`config.mk`:
```
export PLATFORM = sky130hd
export DESIGN_NAME = mmio_uart_tx
export DESIGN_NICKNAME = d
export VERILOG_FILES = /design/src/rtl/mmio_pkg.sv /design/src/rtl/mmio_uart_tx_fifo.sv /design/src/rtl/mmio_uart_tx.sv
export SDC_FILE = /design/constraint.sdc
export NUM_CORES = 1
export LEC_CHECK = 0
export ABC_AREA = 1
export BUFFER_PORTS_ARGS = -buffer_cell sky130_fd_sc_hd__buf_2
export CORE_MARGIN = 2
export CORE_UTILIZATION = 40
export DETAILED_ROUTE_END_ITERATION = 6
export HOLD_SLACK_MARGIN = 0.1
export PLACE_DENSITY = 0.68
export SYNTH_ARGS = -nofsm -noshare
export SYNTH_HDL_FRONTEND = slang
export SYNTH_SLANG_ARGS = --single-unit
```
`constraint.sdc`:
```
create_clock -name clk -period 7.5 [get_ports clk]
set_input_delay 1.125 -clock clk [delete_from_list [all_inputs] [get_ports clk]]
set_output_delay 1.125 -clock clk [all_outputs]
set_load 0.05 [all_outputs]
```
`src/rtl/mmio_pkg.sv`:
```
// Shared constants and types for the MMIO UART transmitter.
// Register map offsets, STATUS bit positions and TX FSM state encoding.
package mmio_pkg;

  localparam logic [31:0] UART_BASE  = 32'hFFFF_FFE0;
  localparam logic [31:0] TXDATA_OFS = 32'h0000_0000;
  localparam logic [31:0] STATUS_OFS = 32'h0000_0004;

  localparam int ST_ACTIVE    = 0;
  localparam int ST_FULL      = 1;
  localparam int ST_EMPTY     = 2;
  localparam int ST_OVF       = 3;
  localparam int ST_COUNT_LSB = 8;

  typedef enum logic [1:0] {
    TX_IDLE,
    TX_START,
    TX_DATA,
    TX_STOP
  } tx_state_t;

  function automatic logic [7:0] sat8(input logic [31:0] v);
    return (v > 32'd255) ? 8'hFF : v[7:0];
  endfunction

endpackage

```
`src/rtl/mmio_uart_tx_fifo.sv`:
```
// byte_fifo: circular FIFO with push/pop, full/empty flags and occupancy count.
// Ports: clk, reset (sync, active-high), push/push_data, pop/pop_data, full, empty, count.
module byte_fifo #(
  parameter int WIDTH = 8,
  parameter int DEPTH = 8,
  localparam int AW = $clog2(DEPTH),
  localparam int CW = AW + 1
) (
  input  logic             clk,
  input  logic             reset,
  input  logic             push,
  input  logic [WIDTH-1:0] push_data,
  input  logic             pop,
  output logic [WIDTH-1:0] pop_data,
  output logic             full,
  output logic             empty,
  output logic [CW-1:0]    count
);

  logic [WIDTH-1:0] mem [DEPTH];
  logic [AW-1:0]    wr_ptr;
  logic [AW-1:0]    rd_ptr;
  logic [CW-1:0]    cnt;
  logic             pop_ok;
  logic             push_ok;

  assign full     = (cnt == CW'(DEPTH));
  assign empty    = (cnt == '0);
  assign count    = cnt;
  assign pop_data = mem[rd_ptr];

  // A push into a full FIFO is legal when the head leaves on the same edge.
  assign pop_ok  = pop && !empty;
  assign push_ok = push && (!full || pop_ok);

  always_ff @(posedge clk) begin
    if (push_ok) begin
      mem[wr_ptr] <= push_data;
    end
  end

  always_ff @(posedge clk) begin
    if (reset) begin
      wr_ptr <= '0;
      rd_ptr <= '0;
      cnt    <= '0;
    end else begin
      if (push_ok) begin
        wr_ptr <= wr_ptr + AW'(1);
      end
      if (pop_ok) begin
        rd_ptr <= rd_ptr + AW'(1);
      end
      if (push_ok && !pop_ok) begin
        cnt <= cnt + CW'(1);
      end else if (pop_ok && !push_ok) begin
        cnt <= cnt - CW'(1);
      end
    end
  end

endmodule

```
`src/rtl/mmio_uart_tx.sv`:
```
// Memory-mapped 8N1 UART transmitter: TXDATA stores queue bytes, STATUS loads report state.
// Ports: clk, reset, store bus (write_mem/funct3/write_address/write_data), load bus
// (read_address -> read_data/read_hit, 1-cycle latency), serial tx, busy.
module mmio_uart_tx
  import mmio_pkg::*;
#(
  parameter logic [31:0] BASE_ADDR    = UART_BASE,
  parameter int          CLKS_PER_BIT = 104,
  parameter int          FIFO_DEPTH   = 8
) (
  input  logic        clk,
  input  logic        reset,
  input  logic        write_mem,
  input  logic [2:0]  funct3,
  input  logic [31:0] write_address,
  input  logic [31:0] write_data,
  input  logic [31:0] read_address,
  output logic [31:0] read_data,
  output logic        read_hit,
  output logic        tx,
  output logic        busy
);

  localparam int BW = $clog2(CLKS_PER_BIT);
  localparam int CW = $clog2(FIFO_DEPTH) + 1;
  localparam logic [31:0] TX_ADDR = BASE_ADDR + TXDATA_OFS;
  localparam logic [31:0] ST_ADDR = BASE_ADDR + STATUS_OFS;

  tx_state_t     state, state_n;
  logic [BW-1:0] bcnt, bcnt_n;
  logic [2:0]    bit_idx, bit_idx_n;
  logic [7:0]    shift, shift_n;
  logic          tx_q, tx_n;
  logic          ovf;
  logic          pop;
  logic          wrap;

  logic          width_ok;
  logic          st_tx;
  logic          st_stat;
  logic          rd_tx;
  logic          rd_stat;

  logic [7:0]    fifo_q;
  logic          fifo_full;
  logic          fifo_empty;
  logic [CW-1:0] fifo_count;
  logic [31:0]   count32;
  logic [31:0]   status;
  logic          unused_ok;

  assign unused_ok = ^write_data[31:8];

  assign width_ok = (funct3 == 3'b000) ||
                    (funct3 == 3'b001) ||
                    (funct3 == 3'b010);
  assign st_tx    = write_mem && width_ok &&
                    (write_address == TX_ADDR);
  assign st_stat  = write_mem && width_ok &&
                    (write_address == ST_ADDR);
  assign rd_tx    = (read_address == TX_ADDR);
  assign rd_stat  = (read_address == ST_ADDR);

  byte_fifo #(
    .WIDTH (8),
    .DEPTH (FIFO_DEPTH)
  ) u_fifo (
    .clk       (clk),
    .reset     (reset),
    .push      (st_tx),
    .push_data (write_data[7:0]),
    .pop       (pop),
    .pop_data  (fifo_q),
    .full      (fifo_full),
    .empty     (fifo_empty),
    .count     (fifo_count)
  );

  assign count32 = 32'(fifo_count);

  always_comb begin
    status = '0;
    status[ST_ACTIVE] = (state != TX_IDLE);
    status[ST_FULL]   = fifo_full;
    status[ST_EMPTY]  = fifo_empty;
    status[ST_OVF]    = ovf;
    status[ST_COUNT_LSB +: 8] = sat8(count32);
  end

  assign busy = (state != TX_IDLE) || !fifo_empty;
  assign tx   = tx_q;
  assign wrap = (bcnt == BW'(CLKS_PER_BIT - 1));

  always_comb begin
    state_n   = state;
    bcnt_n    = bcnt;
    bit_idx_n = bit_idx;
    shift_n   = shift;
    pop       = 1'b0;
    unique case (state)
      TX_IDLE: begin
        if (!fifo_empty) begin
          pop     = 1'b1;
          shift_n = fifo_q;
          bcnt_n  = '0;
          state_n = TX_START;
        end
      end
      TX_START: begin
        if (wrap) begin
          bcnt_n    = '0;
          bit_idx_n = '0;
          state_n   = TX_DATA;
        end else begin
          bcnt_n = bcnt + BW'(1);
        end
      end
      TX_DATA: begin
        if (wrap) begin
          bcnt_n  = '0;
          shift_n = shift >> 1;
          if (bit_idx == 3'd7) begin
            state_n = TX_STOP;
          end else begin
            bit_idx_n = bit_idx + 3'd1;
          end
        end else begin
          bcnt_n = bcnt + BW'(1);
        end
      end
      TX_STOP: begin
        if (wrap) begin
          bcnt_n = '0;
          // Chain straight into the next start bit to keep frames contiguous.
          if (!fifo_empty) begin
            pop     = 1'b1;
            shift_n = fifo_q;
            state_n = TX_START;
          end else begin
            state_n = TX_IDLE;
          end
        end else begin
          bcnt_n = bcnt + BW'(1);
        end
      end
      default: begin
        state_n = TX_IDLE;
      end
    endcase
  end

  // Line level is precomputed from next state so tx is a plain flop output.
  always_comb begin
    tx_n = 1'b1;
    unique case (state_n)
      TX_START: tx_n = 1'b0;
      TX_DATA:  tx_n = shift_n[0];
      default:  tx_n = 1'b1;
    endcase
  end

  always_ff @(posedge clk) begin
    if (reset) begin
      state     <= TX_IDLE;
      bcnt      <= '0;
      bit_idx   <= '0;
      shift     <= '0;
      tx_q      <= 1'b1;
      ovf       <= 1'b0;
      read_data <= '0;
      read_hit  <= 1'b0;
    end else begin
      state     <= state_n;
      bcnt      <= bcnt_n;
      bit_idx   <= bit_idx_n;
      shift     <= shift_n;
      tx_q      <= tx_n;
      if (st_tx && fifo_full && !pop) begin
        ovf <= 1'b1;
      end else if (st_stat && write_data[3]) begin
        ovf <= 1'b0;
      end
      read_hit  <= rd_stat || rd_tx;
      read_data <= rd_stat ? status : 32'h0;
    end
  end

endmodule

```
==> impl_metrics.ini, run 1 <==
[timing]
worst_slew_margin_rel_pct = 35.1
final_setup_violations = 0
fin_worst_skew_ns = 0.00650
clock.fmax_mhz = 318
tightest_slew_ns = 0.973
final_max_slew_viol_count = 0
post-route-min-period_ns = 3.14
endpoints_failing_hold = 0
rsz0062_at_grt = no
timing.final.crit_share_pct = 41.9
tns_setup_ns = 0

[route]
wl_met3_microns = 623
maxUsedRoutingLayer = met4
met1_routed_wirelength_after_detailed_routing_microns = 4710
met2_wirelength_microns = 5760
remaining_drc_errors = 0
drt-vias-per-instance = 4.92
drt_iter0_markers = 234
drt_wl_total_microns = 11200
number_of_nets_with_antenna_violations_after_detailed_routing = 0
drt-wirelength-per-cell_microns = 12.9
dr.pass1.iters = 5
dr_total_vias = 4279

[finish]
layout.cells.most_common = nand2_1
number_of_non_filler_instances_in_the_completed_layout = 870
fraction_of_layout_instances_using_a_drive_strength_above_1_pct = 17.3
mostFrequentLayoutCells = 177 x nand2_1, 88 x buf_2, 78 x nand3_1
layout.nets = 809
flow.area_growth_from_synthesis_pct = 15.9
antenna_cells = 0

[hold_path]
tightest_hold_check_type = register to register

[clock_tree]
cts_post_setup_buffers_inserted = 0
path_clk_slew_ns = 0.07
tritoncts = yes
clk_latency_ns = 0.34
cts_made_buffers = 9
cts-resized-gates = 0
cts_root_buffer = clkbuf_16
number_of_buffers_inserted_by_hold_repair_at_cts = 0
max-clock-path-buffers = 2
clock-sinks = 108
htreeDepth = 3

[floorplan]
design.core.area_sq_um = 12700
start_util_pct = 41.3
die_height_microns = 118
io_pins = 137
fp.dieArea_sq_um = 14000
dieWidth_microns = 118
rows = 41

[pwr]
total_switching_power_mw = 0.630
cell_internal_pwr_mw = 1.13
power.density_cell_area_nw_per_um2 = 291
seq_power_share_pct = 40.0
power.static_leakage_nw = 2.54
power.share.switching_pct = 35.7
vdd_drop_max_mv = 0.110
report.power.total_mw = 1.76
combinational_fraction_of_design_power_pct = 31.6
p_clk_share_pct = 28.4

[place]
port_buffers = 88
hpwlAfterDp_microns = 7770
globalplace.congestion = 0.864
dp_cells = 854

[setup_path]
worst-setup-path-type = input port to register
critical_path_peak_fanout = 4
cp_cell_sequence = buf_2, nor2_1, nor3b_1, nand4_1, nor2_1, nand2_2, inv_1, ha_1, inv_1, ha_1, nand2_1, nand2_1, o21ai_0, nand3_1, o21ai_0, a21oi_1
cp-start-kind = input port
end_kind = register
worst-endpoint-arrival_ns = 3.37
timing.critical_path.slowest_stage_cell = ha_1
critical_path.max_stage_delay_ns = 0.33
timing.critical_path.required_ns = 7.72

[grt]
track_usage_pct = 16.3
grt_max_degree = 34
first_pass_grt_wire_length_microns = 18500
first_global_vias = 3978
antenna_found_initial = 0
globalRouteOverflowTotal = 0

[synth]
yosysSeqAreaShare_pct = 53.6
post_synth_num_cell_types = 36
synthesis.instances = 608
cell_area_after_synthesis_sq_um = 5230
yosys_warnings = 0
postSynthRegisterBits = 108
synth.avg_cell_area_sq_um = 8.60

[run_status]
run_status = completed

[run]
timing.max_cap.violations = 0
[cell families after synthesis]
| family | Yosys count | synth area share (%) |
|---|---|---|
| other | 1 | 0.0717 |
| xor gates and xnor gates | 3 | 0.503 |
| AOI/OAI and AO/OA | 52 | 5.26 |
| adders and majority gates | 14 | 3.49 |
| buffers and inverters | 90 | 8.21 |
| and+or+nand+nor | 340 | 28.9 |
| DFF | 108 | 53.6 |
[per-layer routing]
layer | vias up | track usage, %
met1 | 1984 | 20.2
met2 | 134 | 29.2
met5 | - | 0
met3 | 8 | 2.51
met4 | 0 | 4.89
li1 | 2153 | -
[cell usage after synthesis]
cell	count	area share, %
inv_2	3	0.22
buf_2	1	0.096
nor4_1	2	0.24
buf_4	24	3.4
fa_1	1	0.38
nand3_1	78	7.5
dfxtp_1	44	17
nand2_2	2	0.24
nor3b_1	1	0.14
nand3b_1	1	0.14
a22oi_1	1	0.14
conb_1	1	0.072
nand3_2	2	0.38
edfxtp_1	64	37
nand4_1	13	1.6
nand2_4	3	0.65
a221oi_1	1	0.17
ha_1	13	3.1
buf_1	1	0.072
nor2_2	5	0.60
xor2_1	3	0.50
o211ai_1	1	0.14
nand3_4	1	0.34
nor2_1	45	3.2
inv_1	49	3.5
o21ai_1	1	0.096
o21ai_0	17	1.6
a21oi_1	29	2.8
nor3_1	7	0.67
clkbuf_1	12	0.86
o21ai_2	1	0.17
nor2_4	1	0.22
a21boi_0	1	0.14
nand2_1	177	13
or2_4	1	0.17
and2_1	1	0.12
[worst paths after layout]
path                                       start              end  slack (ns)  cells after the start
worst min-delay path                         ovf     read_data[3]        0.43                      2
worst max-delay path            write_address[1]  u_fifo.count[3]        4.36                     16
worst min register to register               ovf     read_data[3]        0.43                      2
worst max register to register           bcnt[0]  u_fifo.count[3]        4.66                     18
[area by class of cell]
cell class / count / area (sq um)
fillers: 1179 / 6610
flip-flops and latches: 108 / 2800
multi-input cells: 433 / 2080
repair buffers: 89 / 448
clock buffers: 11 / 233
well taps: 172 / 215
inverters: 52 / 195
clock inverters: 5 / 83.8
[state kept, by name (all words and copies together) (netlist names), 3 cells and up, named ones only]
signal         cells
u_fifo.mem        64
bit_idx            3
bcnt               7
read_data          8
u_fifo.wr_ptr      3
u_fifo.count       4
u_fifo.rd_ptr      3
shift              8
[per-stage QoR]
stage	hold WS, ns	instance area [sq um]	utilization, %	worst slack, ns
floorplan	0.408	5320	-	4.46
global placement	0.428	5740	45.3	4.13
detailed placement	0.428	5740	45.3	4.04
CTS	0.440	6060	47.8	4.33
global route	0.459	6060	47.8	4.04
finish	0.433	6060	47.8	4.36
[worst max-delay path: cells and delay by family]
kind	cells	cell delay, ns
buffers and inverters	3	0.26
AND/OR/NAND/NOR	8	1.08
AO/OA/AOI/OAI	3	0.40
adder cells (fa/ha/maj)	2	0.49
[power by group through the flow]
| stage | Combinational [mW] | Clock, mW | Sequential (mW) |
|---|---|---|---|
| 6_report | 0.557 | 0.501 | 0.705 |
| 5_1_grt | 0.638 | 0.532 | 0.711 |
| 4_1_cts | 0.558 | 0.509 | 0.704 |
| 3_5_place_dp | 0.554 | 0 | 0.717 |
| 3_3_place_gp | 0.540 | 0 | 0.715 |
| 2_1_floorplan | 0.436 | 0 | 0.710 |
(Power assumes the default switching activity.)
==> inputs of run 2 (changes only) <==
- PLACE_DENSITY: 0.68 -> 0.71
- clock period: 7.5 -> 2.8 ns (I/O delays scaled with it)
==> impl_metrics.ini, run 2 (synthesis gave the netlist of run 1 again) <==
[setup_path]
cp-start-kind = register
worst-endpoint-arrival_ns = 2.74
regToRegEndpoint = u_fifo.count[3]
r2r-start = bcnt[1]
critical_path_peak_fanout = 8
regToRegSetupSlack_ns = 0.30
timing_startpoint_of_the_critical_path = bcnt[1]
worstSetupEndpoint = u_fifo.count[3]
worst-setup-path-type = register to register
timing.critical_path.required_ns = 3.03
end_kind = register
ff2ff_path_depth = 18

[floorplan]
fp.dieArea_sq_um = 14000
rows = 41
dieWidth_microns = 118
design.core.area_sq_um = 12700
die_height_microns = 118
start_util_pct = 41.3
io_pins = 137

[clock_tree]
cts_made_buffers = 9
tritoncts = yes
path_clk_slew_ns = 0.07
cts_root_buffer = clkbuf_16
clk_latency_ns = 0.35
clock-sinks = 108
max-clock-path-buffers = 2
htreeDepth = 3

[timing]
timing.final.crit_share_pct = 89.4
tightest_slew_ns = 0.633
final_max_slew_viol_count = 0
clock.fmax_mhz = 399
fin_worst_skew_ns = 0.00839
worst_slew_margin_rel_pct = 57.7
final_setup_violations = 0
endpoints_failing_hold = 0
post-route-min-period_ns = 2.50

[finish]
largest_register = u_fifo.mem
flow.area_growth_from_synthesis_pct = 18.8
layout.nets = 827
layout.cells.most_common = nand2_1
number_of_non_filler_instances_in_the_completed_layout = 888
final_design_area_no_fill_sq_um = 6210
area_of_the_multi_input_gates_sq_um = 2130
largest_register_ff_count = 64
mostFrequentLayoutCells = 176 x nand2_1, 88 x buf_2, 78 x nand3_1
fraction_of_layout_instances_using_a_drive_strength_above_1_pct = 20.9
top_regs = u_fifo.mem (64), read_data (8), shift (8)
antenna_cells = 0
sequential_cell_area_sq_um = 2810
layout_fillers = 1175

[pwr]
power.static_leakage_nw = 2.63
power.density_cell_area_nw_per_um2 = 768
vdd_drop_max_mv = 0.337

[place]
hpwlAfterDp_microns = 7410
port_buffers = 88
placed_area_sq_um = 5840
dp_cells = 867
globalplace.congestion = 0.801

[grt]
grt_max_degree = 33
antenna_found_initial = 0
first_global_vias = 3892
globalRouteOverflowTotal = 0
first_pass_grt_wire_length_microns = 17900
track_usage_pct = 15.8

[hold_path]
tightest_hold_check_type = input port to register

[route]
drt-wirelength-per-cell_microns = 12.3
dr_total_vias = 4240
drt_iter0_markers = 209
number_of_nets_with_antenna_violations_after_detailed_routing = 0
remaining_drc_errors = 0
dr.pass1.iters = 5
drt-vias-per-instance = 4.77
drt_wl_total_microns = 10900

[run_status]
run_status = completed

[run]
timing.max_cap.violations = 0
[run 2: routing by layer]
layer  vias to the layer above  global-route usage (%)  wire length, microns
met1                      1908                    19.2                  4670
met3                        12                    2.41                   600
met2                       135                    28.1                  5450
met4                         0                    5.95                   160
li1                       2185                       -                     -
met5                         -                       0                     0
[run 2: what timing repair did]
item	CTS	global route
setup endpoints to repair	0	1
hold buffers	0	0
gates resized for setup	0	12
setup buffers	0	5
[run 2: layout make-up]
| class | count | area share (%) |
|---|---|---|
| multi-input cells | 433 | 34.2 |
| clock inverters | 7 | 1.01 |
| inverters | 52 | 3.14 |
| clock buffers | 9 | 3.62 |
| well taps | 172 | 3.46 |
| flip-flops and latches | 108 | 45.1 |
| repair buffers | 107 | 9.38 |
[run 2: metrics by stage]
| step | hold WS [ns] | worst slack (ns) | utilization, % | setup TNS [ns] | total power, mW |
|---|---|---|---|---|---|
| after floorplan | 0.408 | 0.330 | - | 0 | 3.07 |
| after global placement | 0.434 | 0.128 | 46.1 | 0 | 3.41 |
| after detailed placement | 0.436 | 0.104 | 46.1 | 0 | 3.43 |
| after CTS | 0.324 | 0.116 | 48.4 | 0 | 4.65 |
| after global routing | 0.329 | -0.00569 | 49.0 | -0.00569 | 5.09 |
| final | 0.330 | 0.296 | 49.0 | 0 | 4.77 |
[run 2: worst min path at each step]
stage	slack (ns)	cells after the start	from	to
global placement	0.43	2	ovf	read_data[3]
finish	0.33	1	write_data[6]	u_fifo.mem[0][6]
CTS	0.32	1	write_data[1]	u_fifo.mem[2][1]
global route	0.33	1	write_data[6]	u_fifo.mem[1][6]
floorplan	0.41	2	ovf	read_data[3]
detailed placement	0.44	2	ovf	read_data[3]
[run 2: report_power, final]
part	switching (mW)	total (mW)	internal [mW]	leakage, nW
Combinational	1.11	1.67	0.555	1.55
Clock	0.603	1.23	0.626	0.145
Sequential	0.0865	1.87	1.79	0.933
Total	1.80	4.77	2.97	2.63
[run 2: worst max-delay path, stage by stage (launching register included)]
cell	delay, ns
dfxtp_1	0.36
ha_2	0.20
nand3_2	0.09
nor2_4	0.13
nand3_4	0.12
nand2_8	0.11
nand2_4	0.08
nand2_4	0.08
nand2_2	0.06
inv_1	0.08
ha_1	0.18
inv_2	0.07
ha_1	0.27
nand2_1	0.08
nor2_2	0.04
o21ai_0	0.14
nand3_1	0.11
o21ai_1	0.14
a21oi_1	0.05
